File: config.mk
export PLATFORM = sky130hd
export DESIGN_NAME = vga_timing_gen_flat
export DESIGN_NICKNAME = d
export VERILOG_FILES = /design/src/rtl/vga_timing_if.sv /design/src/rtl/vga_timing_gen.sv /design/src/flat_wrapper.sv
export SDC_FILE = /design/constraint.sdc
export NUM_CORES = 1
export LEC_CHECK = 0
export BUFFER_PORTS_ARGS = -buffer_cell sky130_fd_sc_hd__buf_2
export CAP_MARGIN = 20
export CELL_PAD_IN_SITES_DETAIL_PLACEMENT = 1
export CELL_PAD_IN_SITES_GLOBAL_PLACEMENT = 1
export CORE_MARGIN = 5
export CORE_UTILIZATION = 42
export DETAILED_ROUTE_END_ITERATION = 16
export PLACE_DENSITY = 0.83
export SLEW_MARGIN = 20
export SYNTH_ARGS = -nofsm -noshare
export SYNTH_HDL_FRONTEND = slang
export SYNTH_SLANG_ARGS = --single-unit
File: constraint.sdc
create_clock -name Clk -period 2.4 [get_ports Clk]
set_input_delay 0.12 -clock Clk [delete_from_list [all_inputs] [get_ports Clk]]
set_output_delay 0.12 -clock Clk [all_outputs]
set_load 0.02 [all_outputs]
File: src/rtl/vga_timing_if.sv
// Raster timing bundle between the timing generator and its consumers
// (colour logic and the video scaler stage).
interface vga_timing_if;
  logic       pix_ce;
  logic [9:0] h_count;
  logic [9:0] v_count;
  logic       vga_h_sync;
  logic       vga_v_sync;
  logic       vga_h_blank;
  logic       vga_v_blank;
  logic       active;
  logic       line_start;
  logic       frame_start;

  modport master (
    output pix_ce, h_count, v_count, vga_h_sync, vga_v_sync,
           vga_h_blank, vga_v_blank, active, line_start, frame_start
  );

  modport slave (
    input  pix_ce, h_count, v_count, vga_h_sync, vga_v_sync,
           vga_h_blank, vga_v_blank, active, line_start, frame_start
  );
endinterface

File: src/rtl/vga_timing_gen.sv
// Raster timing generator: pixel clock-enable, h/v counters, sync/blank strobes
// and line/frame start pulses, all registered together so they never skew.
module vga_timing_gen #(
  parameter int H_ACTIVE = 640,
  parameter int H_FP     = 16,
  parameter int H_SYNC   = 96,
  parameter int H_BP     = 48,
  parameter int V_ACTIVE = 480,
  parameter int V_FP     = 10,
  parameter int V_SYNC   = 2,
  parameter int V_BP     = 33,
  parameter int CLK_DIV  = 2,
  parameter int SYNC_POL = 0
) (
  input  logic         Clk,
  input  logic         sys_reset,
  vga_timing_if.master vid
);

  localparam int H_TOTAL = H_ACTIVE + H_FP + H_SYNC + H_BP;
  localparam int V_TOTAL = V_ACTIVE + V_FP + V_SYNC + V_BP;

  localparam logic [9:0]  H_LAST     = 10'(H_TOTAL - 1);
  localparam logic [9:0]  V_LAST     = 10'(V_TOTAL - 1);
  localparam logic [10:0] H_BLANK_AT = 11'(H_ACTIVE);
  localparam logic [10:0] H_SYNC_BEG = 11'(H_ACTIVE + H_FP);
  localparam logic [10:0] H_SYNC_END = 11'(H_ACTIVE + H_FP + H_SYNC);
  localparam logic [10:0] V_BLANK_AT = 11'(V_ACTIVE);
  localparam logic [10:0] V_SYNC_BEG = 11'(V_ACTIVE + V_FP);
  localparam logic [10:0] V_SYNC_END = 11'(V_ACTIVE + V_FP + V_SYNC);
  localparam logic [2:0]  DIV_LAST   = 3'(CLK_DIV - 1);
  localparam logic        SYNC_ON    = 1'(SYNC_POL);

  // Compared one bit wider so a window ending exactly at 1024 still decodes.
  function automatic logic at_or_above(input logic [9:0] x, input logic [10:0] lo);
    return {1'b0, x} >= lo;
  endfunction

  function automatic logic in_window(input logic [9:0] x, input logic [10:0] lo,
                                     input logic [10:0] hi);
    return ({1'b0, x} >= lo) && ({1'b0, x} < hi);
  endfunction

  function automatic logic sync_level(input logic on);
    return on ? SYNC_ON : ~SYNC_ON;
  endfunction

  logic [2:0] div_q;
  logic       pix_ce_p1;
  logic [9:0] h_p1;
  logic [9:0] v_p1;
  logic       hs_p1;
  logic       vs_p1;
  logic       hb_p1;
  logic       vb_p1;
  logic       act_p1;
  logic       ls_p1;
  logic       fs_p1;

  logic [9:0] h_nxt;
  logic [9:0] v_nxt;
  logic       h_wrap;
  logic       v_wrap;
  logic       hb_nxt;
  logic       vb_nxt;

  // Stage 0: next raster position, advanced only on a pixel enable
  always_comb begin
    h_nxt  = h_p1;
    v_nxt  = v_p1;
    h_wrap = 1'b0;
    v_wrap = 1'b0;
    if (pix_ce_p1) begin
      if (h_p1 == H_LAST) begin
        h_nxt  = '0;
        h_wrap = 1'b1;
        if (v_p1 == V_LAST) begin
          v_nxt  = '0;
          v_wrap = 1'b1;
        end else begin
          v_nxt = v_p1 + 10'd1;
        end
      end else begin
        h_nxt = h_p1 + 10'd1;
      end
    end
  end

  assign hb_nxt = at_or_above(h_nxt, H_BLANK_AT);
  assign vb_nxt = at_or_above(v_nxt, V_BLANK_AT);

  // Stage 1: counters and every strobe decoded from the same next position
  always_ff @(posedge Clk or negedge sys_reset) begin
    if (!sys_reset) begin
      div_q     <= '0;
      pix_ce_p1 <= 1'b0;
      h_p1      <= '0;
      v_p1      <= '0;
      hs_p1     <= ~SYNC_ON;
      vs_p1     <= ~SYNC_ON;
      hb_p1     <= 1'b0;
      vb_p1     <= 1'b0;
      act_p1    <= 1'b1;
      ls_p1     <= 1'b0;
      fs_p1     <= 1'b0;
    end else begin
      div_q     <= (div_q == DIV_LAST) ? 3'd0 : div_q + 3'd1;
      pix_ce_p1 <= (div_q == DIV_LAST);
      h_p1      <= h_nxt;
      v_p1      <= v_nxt;
      hs_p1     <= sync_level(in_window(h_nxt, H_SYNC_BEG, H_SYNC_END));
      vs_p1     <= sync_level(in_window(v_nxt, V_SYNC_BEG, V_SYNC_END));
      hb_p1     <= hb_nxt;
      vb_p1     <= vb_nxt;
      act_p1    <= ~hb_nxt & ~vb_nxt;
      ls_p1     <= h_wrap;
      fs_p1     <= v_wrap;
    end
  end

  assign vid.pix_ce      = pix_ce_p1;
  assign vid.h_count     = h_p1;
  assign vid.v_count     = v_p1;
  assign vid.vga_h_sync  = hs_p1;
  assign vid.vga_v_sync  = vs_p1;
  assign vid.vga_h_blank = hb_p1;
  assign vid.vga_v_blank = vb_p1;
  assign vid.active      = act_p1;
  assign vid.line_start  = ls_p1;
  assign vid.frame_start = fs_p1;

endmodule

File: src/flat_wrapper.sv
// flat-port wrapper written by rule: the top's interface ports become plain ports
module vga_timing_gen_flat 
#(
  parameter int H_ACTIVE = 640,
  parameter int H_FP     = 16,
  parameter int H_SYNC   = 96,
  parameter int H_BP     = 48,
  parameter int V_ACTIVE = 480,
  parameter int V_FP     = 10,
  parameter int V_SYNC   = 2,
  parameter int V_BP     = 33,
  parameter int CLK_DIV  = 2,
  parameter int SYNC_POL = 0
)
  (Clk, sys_reset, vid_pix_ce, vid_h_count, vid_v_count, vid_vga_h_sync, vid_vga_v_sync, vid_vga_h_blank, vid_vga_v_blank, vid_active, vid_line_start, vid_frame_start);
  vga_timing_if vid_i ();
  input  logic Clk;
  input  logic sys_reset;
  output wire logic [$bits(vid_i.pix_ce)-1:0] vid_pix_ce;
  output wire logic [$bits(vid_i.h_count)-1:0] vid_h_count;
  output wire logic [$bits(vid_i.v_count)-1:0] vid_v_count;
  output wire logic [$bits(vid_i.vga_h_sync)-1:0] vid_vga_h_sync;
  output wire logic [$bits(vid_i.vga_v_sync)-1:0] vid_vga_v_sync;
  output wire logic [$bits(vid_i.vga_h_blank)-1:0] vid_vga_h_blank;
  output wire logic [$bits(vid_i.vga_v_blank)-1:0] vid_vga_v_blank;
  output wire logic [$bits(vid_i.active)-1:0] vid_active;
  output wire logic [$bits(vid_i.line_start)-1:0] vid_line_start;
  output wire logic [$bits(vid_i.frame_start)-1:0] vid_frame_start;
  assign vid_pix_ce = vid_i.pix_ce;
  assign vid_h_count = vid_i.h_count;
  assign vid_v_count = vid_i.v_count;
  assign vid_vga_h_sync = vid_i.vga_h_sync;
  assign vid_vga_v_sync = vid_i.vga_v_sync;
  assign vid_vga_h_blank = vid_i.vga_h_blank;
  assign vid_vga_v_blank = vid_i.vga_v_blank;
  assign vid_active = vid_i.active;
  assign vid_line_start = vid_i.line_start;
  assign vid_frame_start = vid_i.frame_start;
  vga_timing_gen #(.H_ACTIVE(H_ACTIVE), .H_FP(H_FP), .H_SYNC(H_SYNC), .H_BP(H_BP), .V_ACTIVE(V_ACTIVE), .V_FP(V_FP), .V_SYNC(V_SYNC), .V_BP(V_BP), .CLK_DIV(CLK_DIV), .SYNC_POL(SYNC_POL)) u_core (.Clk(Clk), .sys_reset(sys_reset), .vid(vid_i));
endmodule
==> summary.txt, run 1 <==
Run status
  – Status: completed

Clock network
  – Root Buffer: clkbuf_8
  – Setup Buffers After CTS: 0
  – Clk sink count: 31
  – Clk pin slew, worst setup/hold paths: 0.07 ns
  – H-tree Lvls: 2
  – CTS tree: done
  – Clock Latency Late Sink: 0.29 ns
  – Max Root-Sink Buffers: 2
  – CTS buffer count: 5

Yosys
  – Flops & latches, synth: 31
  – Synthesized area per cell: 9.87 um2
  – Synth Warn #: 0
  – Ys async rst share: 100%
  – Post-Syn Instances: 172
  – EDFF count, synth: 0
  – Syn nets: 177
  – Post-synthesis sequential area ratio: 45.9%
  – Post-Syn Area: 1700 um2
  – Main flop type after synthesis: dfrtp_1
  – Synth unique cells: 49

Worst setup path
  – Reg2Reg Setup Slack: 0.21 ns
  – Category of the most critical setup path: reg2reg
  – Worst-path fanout max: 11
  – Worst EP arrival: 2.37 ns
  – Crit start category: flip-flop
  – Worst Setup End Kind: flip-flop
  – Worst endpoint required time: 2.58 ns
  – CP startpoint: u_core.vid.v_count[0]$_DFF_PN0_
  – Worst r2r src: u_core.vid.v_count[0]$_DFF_PN0_

Routing
  – DRT antenna net count: 0
  – Via count: 1461
  – DRC violations left: 0
  – DRT Pass-1 Iters: 4
  – Initial DRC count: 66
  – DR vias/cell: 5.73
  – Final WL: 4.41 mm
  – Routed wire per std cell: 17.3 um

Timing
  – Unrepaired setup endpoints after global routing: no
  – Fmax: 0.457 GHz
  – Final Critical Period: 2.19 ns
  – Final Hold Vio Count: 0
  – Slew @ Worst Pin: 0.690 ns
  – Max_slew headroom: 54.0%
  – Final Max Tran Viols: 0
  – Tcrit/Tclk final: 91.2%
  – Clock skew after layout: 0.00802 ns
  – Setup tns final: 0 ns
  – Setup violations, final: 0
  – Fin worst setup slack: 0.211 ns

Run
  – Max-cap violations: 0

GRT
  – Met2 Resource Use GR: 29.5%
  – Total track usage: 18.5%
  – Antenna violations before repair: 0
  – Met1 Use GR: 24.5%
  – Vias in the first global route: 1564
  – Maximum number of pins on one net before global-route repair: 32
  – Met3 global-route usage: 4.51%
  – Global route hottest layer: met2
  – Remaining Overflow, GRT: 0
  – Global-route wire length before repair: 7.59 mm

Placement
  – Final HPWL DP: 3.20 mm
  – Worst slack, placed: 0.198 ns
  – # port buffers: 29
  – Gpl congestion: 0.934

Finish
  – Share of cells above drive strength 1: 29.8%
  – Area growth from synthesis to layout: 18.6%
  – Layout Nets: 209
  – # diodes: 0

Floorplan
  – Die area: 5410 um2
  – I/O pins: 30
  – Die width: 73.6 um
  – Core area: 3970 um2
  – FP Rows: 23
  – Starting density of the core: 42.8%
  – Die Y: 73.6 um

Pwr
  – Leakage power: 0.915 nW
  – Peak supply drop: 0.351 mV
  – Power per cell area: 531 nW/um2

Min path
  – Hold Crit Class: in2async
==> worst max-delay path, cell delays in order (launching register included) <==
cell and delay [ns]:
dfrtp_1 0.49, inv_1 0.14, ha_1 0.16, or3b_2 0.53, nor3_2 0.26, o2111a_1 0.28
a211oi_2 0.07, nand2b_1 0.15
==> flip-flops by register name, summed over array words and instances (netlist names) <==
signal,flops
u_core.vid.vga_v_blank,1
u_core.vid.h_count,10
u_core.vid.frame_start,1
u_core.vid.active,1
u_core.vid.vga_v_sync,1
u_core.div_q,3
u_core.vid.vga_h_sync,1
u_core.vid.line_start,1
u_core.vid.vga_h_blank,1
u_core.vid.v_count,10
u_core.vid.pix_ce,1
==> kinds of logic after synthesis <==
kind of cell,synth area share (%)
AND/OR/NAND/NOR,24.2
buffers and inverters,5.67
adder cells (fa/ha/maj),2.21
multiplexers,1.55
flip-flops,45.9
AO/OA/AOI/OAI,15.3
XOR/XNOR,5.16
==> routing by layer <==
| layer | routed length, um | up-vias |
|---|---|---|
| li1 | - | 686 |
| met1 | 2090 | 742 |
| met2 | 2110 | 26 |
| met3 | 152 | 7 |
| met4 | 60 | 0 |
| met5 | 0 | - |
==> cell usage in the layout, fill, tap and decap left out, types with 3 or more instances in the layout <==
cell / Yosys / routed
dfstp_2: 3 / 3
buf_2: 2 / 29
nand2_1: 14 / 14
nor3_1: 5 / 5
o31ai_1: 5 / 5
nand2b_1: 3 / 3
nand4_1: 5 / 5
xnor2_1: 8 / 8
a21oi_1: 5 / 5
nor2_1: 9 / 9
nor4_1: 4 / 4
ha_1: 3 / 3
buf_4: 4 / 3
o21ai_0: 7 / 7
dfrtp_1: 28 / 28
nand3_1: 10 / 10
clkbuf_8: 0 / 6
inv_1: 11 / 11
==> through the flow <==
stage	hold WS [ns]	utilization [%]	cell area (um2)	power (mW)	std cells
detailed placement	0.211	47.4	1880	0.544	246
finish	0.407	50.7	2010	1.07	255
CTS	0.444	50.6	2010	1.08	255
global route	0.482	50.7	2010	1.11	255
floorplan	-0.176	-	1700	0.532	172
global placement	0.201	47.4	1880	0.543	246
==> synthesized netlist by cell type, types with 2 or more instances <==
library cell  count  area (um2)
nand3_1          10        50.1
a21o_2            2        17.5
ha_1              3        37.5
inv_1            11        41.3
clkbuf_1          2        7.51
nor3_1            5        25.0
nor2_1            9        33.8
o31ai_1           5        37.5
a211oi_1          3        22.5
inv_2             2        7.51
nand3_2           2        20.0
and3_1            2        12.5
nand4_1           5        31.3
dfrtp_1          28         701
xor2_1            2        17.5
xnor2_1           8        70.1
buf_2             2        10.0
o21ai_0           7        35.0
a31oi_1           2        12.5
a2111oi_0         2        17.5
nand2_1          14        52.6
nand2b_1          3        18.8
dfstp_2           3        78.8
or4_1             2        15.0
o2bb2ai_1         2        17.5
nor4_1            4        25.0
a21oi_1           5        25.0
buf_4             4        30.0
nor3_2            2        20.0
and2_1            2        12.5
==> path summary, 6_finish.rpt <==
path,to,depth (start not counted)
setup / recovery,u_core.vid.vga_v_blank$_DFF_PN0_,7
hold / removal,u_core.vid.line_start$_DFF_PN0_,2
setup reg to reg,u_core.vid.vga_v_blank$_DFF_PN0_,7
hold reg to reg,u_core.vid.pix_ce$_DFF_PN0_,1
max in group asynchronous,u_core.vid.vga_v_blank$_DFF_PN0_,2
min in group Clk,u_core.vid.pix_ce$_DFF_PN0_,1
==> where the power goes <==
| part | leakage (nW) | internal (mW) | switching [mW] |
|---|---|---|---|
| Combinational | 0.445 | 0.00163 | 0.00987 |
| Clock | 0.0612 | 0.336 | 0.199 |
| Sequential | 0.408 | 0.523 | 0 |
==> what timing repair did <==
| item | 4_1_cts | 5_1_grt |
|---|---|---|
| gates resized for setup | 0 | 1 |
| endpoints found under the hold margin | 28 | 0 |
| hold buffers | 1 | 0 |
| endpoints found under the setup margin | 0 | 2 |
==> final cells by class <==
type,instances,area [um2]
Clock buffer,6,82.6
Clock inverter,2,35.0
Fill cell,483,1960
Inverter,13,48.8
Multi-Input combinational cell,120,827
Sequential cell,31,779
Tap cell,50,62.6
Timing Repair Buffer,33,178
Note: power is estimated with default switching activity, not from simulation.
==> run 2, diff against run 1 <==
--- a/config.mk
+++ b/config.mk
@@ -13,6 +13,7 @@
 export CORE_UTILIZATION = 42
 export DETAILED_ROUTE_END_ITERATION = 16
 export PLACE_DENSITY = 0.83
+export RECOVER_POWER = 100
 export SLEW_MARGIN = 20
 export SYNTH_ARGS = -nofsm -noshare
 export SYNTH_HDL_FRONTEND = slang
==> run 2 against run 1 <==
Against the previous run: the flow now finishes with violations (capacitance limit, slew limit); fmax shrank 0.37%; design area fell by 2.4%; die area unchanged; wire length shrank 0.39%; non-clock buffer count unchanged; clock-buffer cell count did not move; highest routed layer unchanged; clock power is essentially flat; critical path depth stayed put; hold slack improved by 0.047 ns; sequential power is essentially flat; register-to-register slack hardly changed.
==> summary.txt, run 2 (same netlist as run 1, synthesis figures left out) <==
Worst setup path
  – R2R depth: 7 (unchanged)
  – Worst EP arrival: 2.37 ns (about the same)
  – Reg2Reg Setup Slack: 0.20 ns (about the same)
  – Worst-path fanout max: 11 (unchanged)
  – Worst endpoint required time: 2.58 ns (about the same)
  – CP startpoint: u_core.vid.v_count[0]$_DFF_PN0_
  – Worst Setup End Kind: flip-flop
  – Worst R2R End: u_core.vid.vga_v_blank$_DFF_PN0_
  – Critical Path End: u_core.vid.vga_v_blank$_DFF_PN0_
  – Worst r2r src: u_core.vid.v_count[0]$_DFF_PN0_
  – Crit start category: flip-flop
  – Category of the most critical setup path: reg2reg

Clock network
  – Max Root-Sink Buffers: 2 (unchanged)
  – CTS buffer count: 5 (unchanged)
  – Clk pin slew, worst setup/hold paths: 0.07 ns (about the same)
  – Clock Latency Late Sink: 0.29 ns (about the same)
  – H-tree Lvls: 2 (unchanged)
  – Clk sink count: 31 (unchanged)
  – Setup Buffers After CTS: 0 (unchanged)
  – CTS tree: done
  – Root Buffer: clkbuf_8

Routing
  – Via count: 1455 (-0.41%)
  – DRC violations left: 0 (unchanged)
  – DRT Pass-1 Iters: 4 (unchanged)
  – DRT antenna net count: 0 (unchanged)
  – DR vias/cell: 5.71 (-0.41%)
  – Initial DRC count: 65 (-1.5%)
  – Final WL: 4.39 mm (-0.39%)
  – Routed wire per std cell: 17.2 um (-0.39%)

Pwr
  – Peak supply drop: 0.351 mV (about the same)
  – Leakage power: 0.791 nW (-13%)
  – Power per cell area: 544 nW/um2 (+2.5%)

Finish
  – Commonest non-fill, non-tap cells in the layout: 29 x clkbuf_1, 28 x dfrtp_1, 14 x nand2_1
  – Area growth from synthesis to layout: 15.8%
  – Share of cells above drive strength 1: 14.6% (-15 points)
  – Final instance area: 1970 um2 (-2.4%)
  – Layout Nets: 209 (unchanged)
  – Commonest non-fill, non-tap cell in the layout: clkbuf_1
  – Filler cell count in the final layout: 499 (+3.3%)
  – # diodes: 0 (unchanged)

Timing
  – Unrepaired setup endpoints after global routing: no
  – Final Hold Vio Count: 0 (unchanged)
  – Tcrit/Tclk final: 91.5% (+0.34 points)
  – Max_slew headroom: -9.89% (-64 points)
  – Final Max Tran Viols: 32 (+32)
  – Final Critical Period: 2.20 ns (+0.00811 ns)
  – Fmax: 0.455 GHz (-0.37%)
  – Setup tns final: 0 ns (unchanged)
  – Clock skew after layout: 0.00809 ns (+0.0000675 ns)
  – Slew @ Worst Pin: 1.65 ns (+0.959 ns)
  – Setup violations, final: 0 (unchanged)

Floorplan
  – Die area: 5410 um2 (unchanged)
  – Core area: 3970 um2 (unchanged)
  – FP Rows: 23 (unchanged)
  – I/O pins: 30 (unchanged)
  – Starting density of the core: 42.8% (unchanged)
  – Die width: 73.6 um (unchanged)
  – Die Y: 73.6 um (unchanged)

Placement
  – Area after DPL: 1880 um2 (unchanged)
  – # port buffers: 29 (unchanged)
  – Final HPWL DP: 3.20 mm (unchanged)
  – Gpl congestion: 0.934 (unchanged)

Run status
  – Status: complete, but fails checks
  – Violated checks: capacitance limit, slew limit

GRT
  – Global-route wire length before repair: 7.59 mm (unchanged)
  – Total track usage: 18.5% (unchanged)
  – Antenna violations before repair: 0 (unchanged)
  – Maximum number of pins on one net before global-route repair: 32 (unchanged)
  – Remaining Overflow, GRT: 0 (unchanged)
  – Vias in the first global route: 1564 (unchanged)

Run
  – Max-cap violations: 1 (+1)

Min path
  – Hold Crit Class: reg2reg
-- run 2: cell types whose count changed in the layout (fill, tap and decap cells not counted) --
cell / delta
mux2_1: +1
buf_2: -28
clkbuf_1: +29
nor3b_2: -1
buf_4: -1
nor3b_1: +1
mux2_4: -1
-- run 2: worst min-delay path by stage --
stage | startpoint | endpoint | slack [ns] | cells after the start
finish | u_core.div_q[1]$_DFF_PN0_ | u_core.vid.pix_ce$_DFF_PN0_ | 0.45 | 1
global route | u_core.div_q[1]$_DFF_PN0_ | u_core.vid.pix_ce$_DFF_PN0_ | 0.48 | 1
CTS | sys_reset | u_core.vid.v_count[0]$_DFF_PN0_ | 0.44 | 2
detailed placement | sys_reset | u_core.vid.line_start$_DFF_PN0_ | 0.21 | 1
global placement | sys_reset | u_core.vid.h_count[7]$_DFF_PN0_ | 0.20 | 1
floorplan | sys_reset | u_core.div_q[0]$_DFF_PN0_ | -0.18 | 0
-- run 2: metrics by stage --
stage          cells  hold WS, ns  utilization, %  setup WS (ns)  power (mW)
2_1_floorplan    172       -0.176               -          0.316       0.532
3_3_place_gp     246        0.201            47.4          0.279       0.543
3_5_place_dp     246        0.211            47.4          0.198       0.544
4_1_cts          255        0.444            50.6          0.159        1.08
5_1_grt          255        0.482            49.5         0.0544        1.11
6_report         255        0.454            49.5          0.203        1.07
-- run 2: cell type report --
cell class              instances  area, um2  share of cell area (%)
clock buffers                   6       82.6                    4.20
clock inverters                 2       35.0                    1.78
flip-flops and latches         31        779                    39.7
well taps                      50       62.6                    3.18
multi-input cells             120        818                    41.6
repair buffers                 33        139                    7.07
inverters                      13       48.8                    2.48
-- run 2: what timing repair did --
item / CTS / global route
hold endpoints to repair: 28 / 0
resized for setup: 0 / 1
setup endpoints to repair: 0 / 2
hold buffers: 1 / 0
-- run 2: layer usage --
layer	wire length [um]	global-route usage, %	vias to the layer above	share of wire, %
li1	-	-	683	-
met1	2020	24.5	722	46
met2	2100	29.5	40	48
met3	212	4.51	10	4.8
met4	68	6.04	0	1.5
met5	0	0	-	0
-- run 2: report_power, final --
part / total (mW) / internal (mW) / switching (mW)
logic: 0.0113 / 0.00139 / 0.00987
clock network: 0.536 / 0.336 / 0.200
registers: 0.523 / 0.523 / 0
-- run 2: worst max-delay path, cell delays in order, from the launching register on --
cell      delay (ns)
dfrtp_1         0.49
inv_1           0.14
ha_1            0.16
or3b_2          0.53
nor3_2          0.26
o2111a_1        0.29
a211oi_2        0.07
nand2b_1        0.15
==> run 3, diff against run 2 <==
--- a/config.mk
+++ b/config.mk
@@ -10,10 +10,9 @@
 export CELL_PAD_IN_SITES_DETAIL_PLACEMENT = 1
 export CELL_PAD_IN_SITES_GLOBAL_PLACEMENT = 1
 export CORE_MARGIN = 5
-export CORE_UTILIZATION = 42
+export CORE_UTILIZATION = 38
 export DETAILED_ROUTE_END_ITERATION = 16
-export PLACE_DENSITY = 0.83
-export RECOVER_POWER = 100
+export PLACE_DENSITY = 0.8
 export SLEW_MARGIN = 20
 export SYNTH_ARGS = -nofsm -noshare
 export SYNTH_HDL_FRONTEND = slang
==> constraint.sdc (replaced) <==
create_clock -name Clk -period 2 [get_ports Clk]
set_input_delay 0.1 -clock Clk [delete_from_list [all_inputs] [get_ports Clk]]
set_output_delay 0.1 -clock Clk [all_outputs]
set_load 0.02 [all_outputs]
==> run 3 against run 2 <==
Against the previous run: the run now ends clean; sequential share of layout area is 3.4 points lower; clock-buffer cell count is 2 higher; wire length is 9.7% higher; clock skew is 0.0022 ns higher; global-route usage is 1.4 points lower; non-clock buffer count is 17 higher; critical path depth stayed put; core utilization is 0.10 points higher; setup slack worse by 0.087 ns; critical path type unchanged; critical endpoint is now u_core.vid.vga_v_sync$_DFF_PN1_.
==> summary.txt, run 3 (same netlist as run 1, synthesis figures left out) <==
Run status
  – Status: completed

GRT
  – Total track usage: 17.1% (-1.4 points)
  – Antenna violations before repair: 0 (unchanged)
  – Maximum number of pins on one net before global-route repair: 32 (unchanged)
  – Vias in the first global route: 1618 (+3.5%)
  – Remaining Overflow, GRT: 0 (unchanged)
  – Global-route wire length before repair: 8.14 mm (+7.2%)

Timing
  – Clock skew after layout: 0.0102 ns (+0.00216 ns)
  – Final Critical Period: 1.88 ns (-0.313 ns)
  – Tcrit/Tclk final: 94.2% (+2.6 points)
  – Unrepaired setup endpoints after global routing: no
  – Setup tns final: 0 ns (unchanged)
  – Max_slew headroom: 53.2% (+63 points)
  – Setup violations, final: 0 (unchanged)
  – Final Max Tran Viols: 0 (-100%)
  – Hold_ws: 0.382 ns (-0.0720 ns)
  – Final Hold Vio Count: 0 (unchanged)
  – Slew @ Worst Pin: 0.702 ns (-0.946 ns)
  – Fmax: 0.531 GHz (+17%)

Floorplan
  – Die area: 5910 um2 (+9.1%)
  – FP Rows: 24 (+4.3%)
  – Starting density of the core: 39.0% (-3.8 points)
  – Core area: 4350 um2 (+9.6%)
  – I/O pins: 30 (unchanged)
  – Die width: 76.8 um (+4.4%)
  – Die Y: 76.8 um (+4.4%)

Finish
  – Commonest non-fill, non-tap cells in the layout: 29 x buf_2, 26 x dfrtp_1, 20 x buf_4
  – Share of cells above drive strength 1: 37.4% (+23 points)
  – Layout Nets: 226 (+8.1%)
  – Fin cells: 274 (+7.5%)
  – # diodes: 0 (unchanged)
  – Final instance area: 2160 um2 (+9.9%)
  – Commonest non-fill, non-tap cell in the layout: buf_2
  – Area growth from synthesis to layout: 27.2%
  – Share of the core filled with cells: 49.6% (+0.10 points)
  – Filler cell count in the final layout: 505 (+1.2%)

Min path
  – Hold Crit Class: in2async

Worst setup path
  – Worst-path fanout max: 7 (-4)
  – Crit start category: flip-flop
  – Worst EP arrival: 2.12 ns (-0.25 ns)
  – R2R depth: 7 (unchanged)
  – CP max stage cell: dfrtp_2
  – Worst endpoint required time: 2.24 ns (-0.34 ns)
  – Crit-path cells: inv_1 > ha_1 > or3b_4 > o31ai_1 > a211oi_1 > a31o_2 > nand4_1
  – Category of the most critical setup path: reg2reg
  – Crit-path max cell delay: 0.45 ns (-0.08 ns)
  – Worst Setup End Kind: flip-flop

Clock network
  – Root Buffer: clkbuf_8
  – Max Root-Sink Buffers: 2 (unchanged)
  – Clk sink count: 31 (unchanged)
  – CTS tree: done
  – CTS buffer count: 5 (unchanged)
  – Setup Buffers After CTS: 0 (unchanged)
  – Clk pin slew, worst setup/hold paths: 0.07 ns (about the same)
  – H-tree Lvls: 2 (unchanged)
  – Clock Latency Late Sink: 0.29 ns (about the same)

Run
  – Max-cap violations: 0 (-1)

Placement
  – Gpl congestion: 0.838 (-10%)
  – Final HPWL DP: 3.48 mm (+8.6%)
  – Area after DPL: 2020 um2 (+7.2%)
  – # placed instances: 265 (+7.7%)
  – # port buffers: 29 (unchanged)

Routing
  – Final WL: 4.82 mm (+9.7%)
  – DRT Pass-1 Iters: 4 (unchanged)
  – DRC violations left: 0 (unchanged)
  – Via count: 1522 (+4.6%)
  – Routed wire per std cell: 17.6 um (+2.1%)
  – Initial DRC count: 90 (+38%)
  – DRT antenna net count: 0 (unchanged)
  – DR vias/cell: 5.55 (-2.6%)

Pwr
  – Power per cell area: 553 nW/um2 (+1.5%)
  – Peak supply drop: 0.264 mV (-25%)
  – Leakage power: 1.00 nW (+26%)
-- run 3: power by group --
part	total, mW	switching [mW]	internal [mW]
Combinational	0.0140	0.0121	0.00195
Clock	0.552	0.238	0.314
Sequential	0.627	0	0.627
-- run 3: layout make-up --
cell class / instances / area [um2] / area share (%)
Inverter: 13 / 48.8 / 2.26
Timing Repair Buffer: 50 / 305 / 14.1
Clock buffer: 8 / 100 / 4.63
Multi-Input combinational cell: 120 / 858 / 39.7
Sequential cell: 31 / 782 / 36.2
Tap cell: 52 / 65.1 / 3.01
-- run 3: per-stage QoR --
step	total power, mW	worst slack, ns
final	1.19	0.117
after global routing	1.24	0.000909
after CTS	1.20	0.00710
after detailed placement	0.653	-0.0118
after global placement	0.652	0.0234
after floorplan	0.639	0.00893
-- run 3: worst paths after layout --
kind	from	end	slack, ns
hold reg to reg	u_core.div_q[2]$_DFF_PN0_	u_core.vid.pix_ce$_DFF_PN0_	0.47
hold / removal	sys_reset	u_core.vid.v_count[6]$_DFF_PN0_	0.38
setup / recovery	u_core.vid.v_count[0]$_DFF_PN0_	u_core.vid.vga_v_sync$_DFF_PN1_	0.12
max in group asynchronous	sys_reset	u_core.vid.v_count[1]$_DFF_PN0_	1.12
min in group Clk	u_core.div_q[2]$_DFF_PN0_	u_core.vid.pix_ce$_DFF_PN0_	0.47
setup reg to reg	u_core.vid.v_count[0]$_DFF_PN0_	u_core.vid.vga_v_sync$_DFF_PN1_	0.12
-- run 3: worst max-delay path, delay by kind of cell (launching register included) --
family          cells  cell delay, ns
compound gates      3            0.63
fa+ha+maj           1            0.14
buf+inv             1            0.09
flops               1            0.45
simple gates        2            0.52
-- run 3: timing repair --
action / in CTS / in global routing
pin swaps: 0 / 2
resized for setup: 1 / 6
hold buffers: 1 / 0
endpoints found under the hold margin: 28 / 0
setup endpoints to repair: 3 / 4
-- run 3: metal layers --
layer / GRT usage (%) / wire length [um]
met2: 26.9 / 2340
met5: 0 / 0
met1: 22.6 / 2240
met4: 5.94 / 67
met3: 4.22 / 176
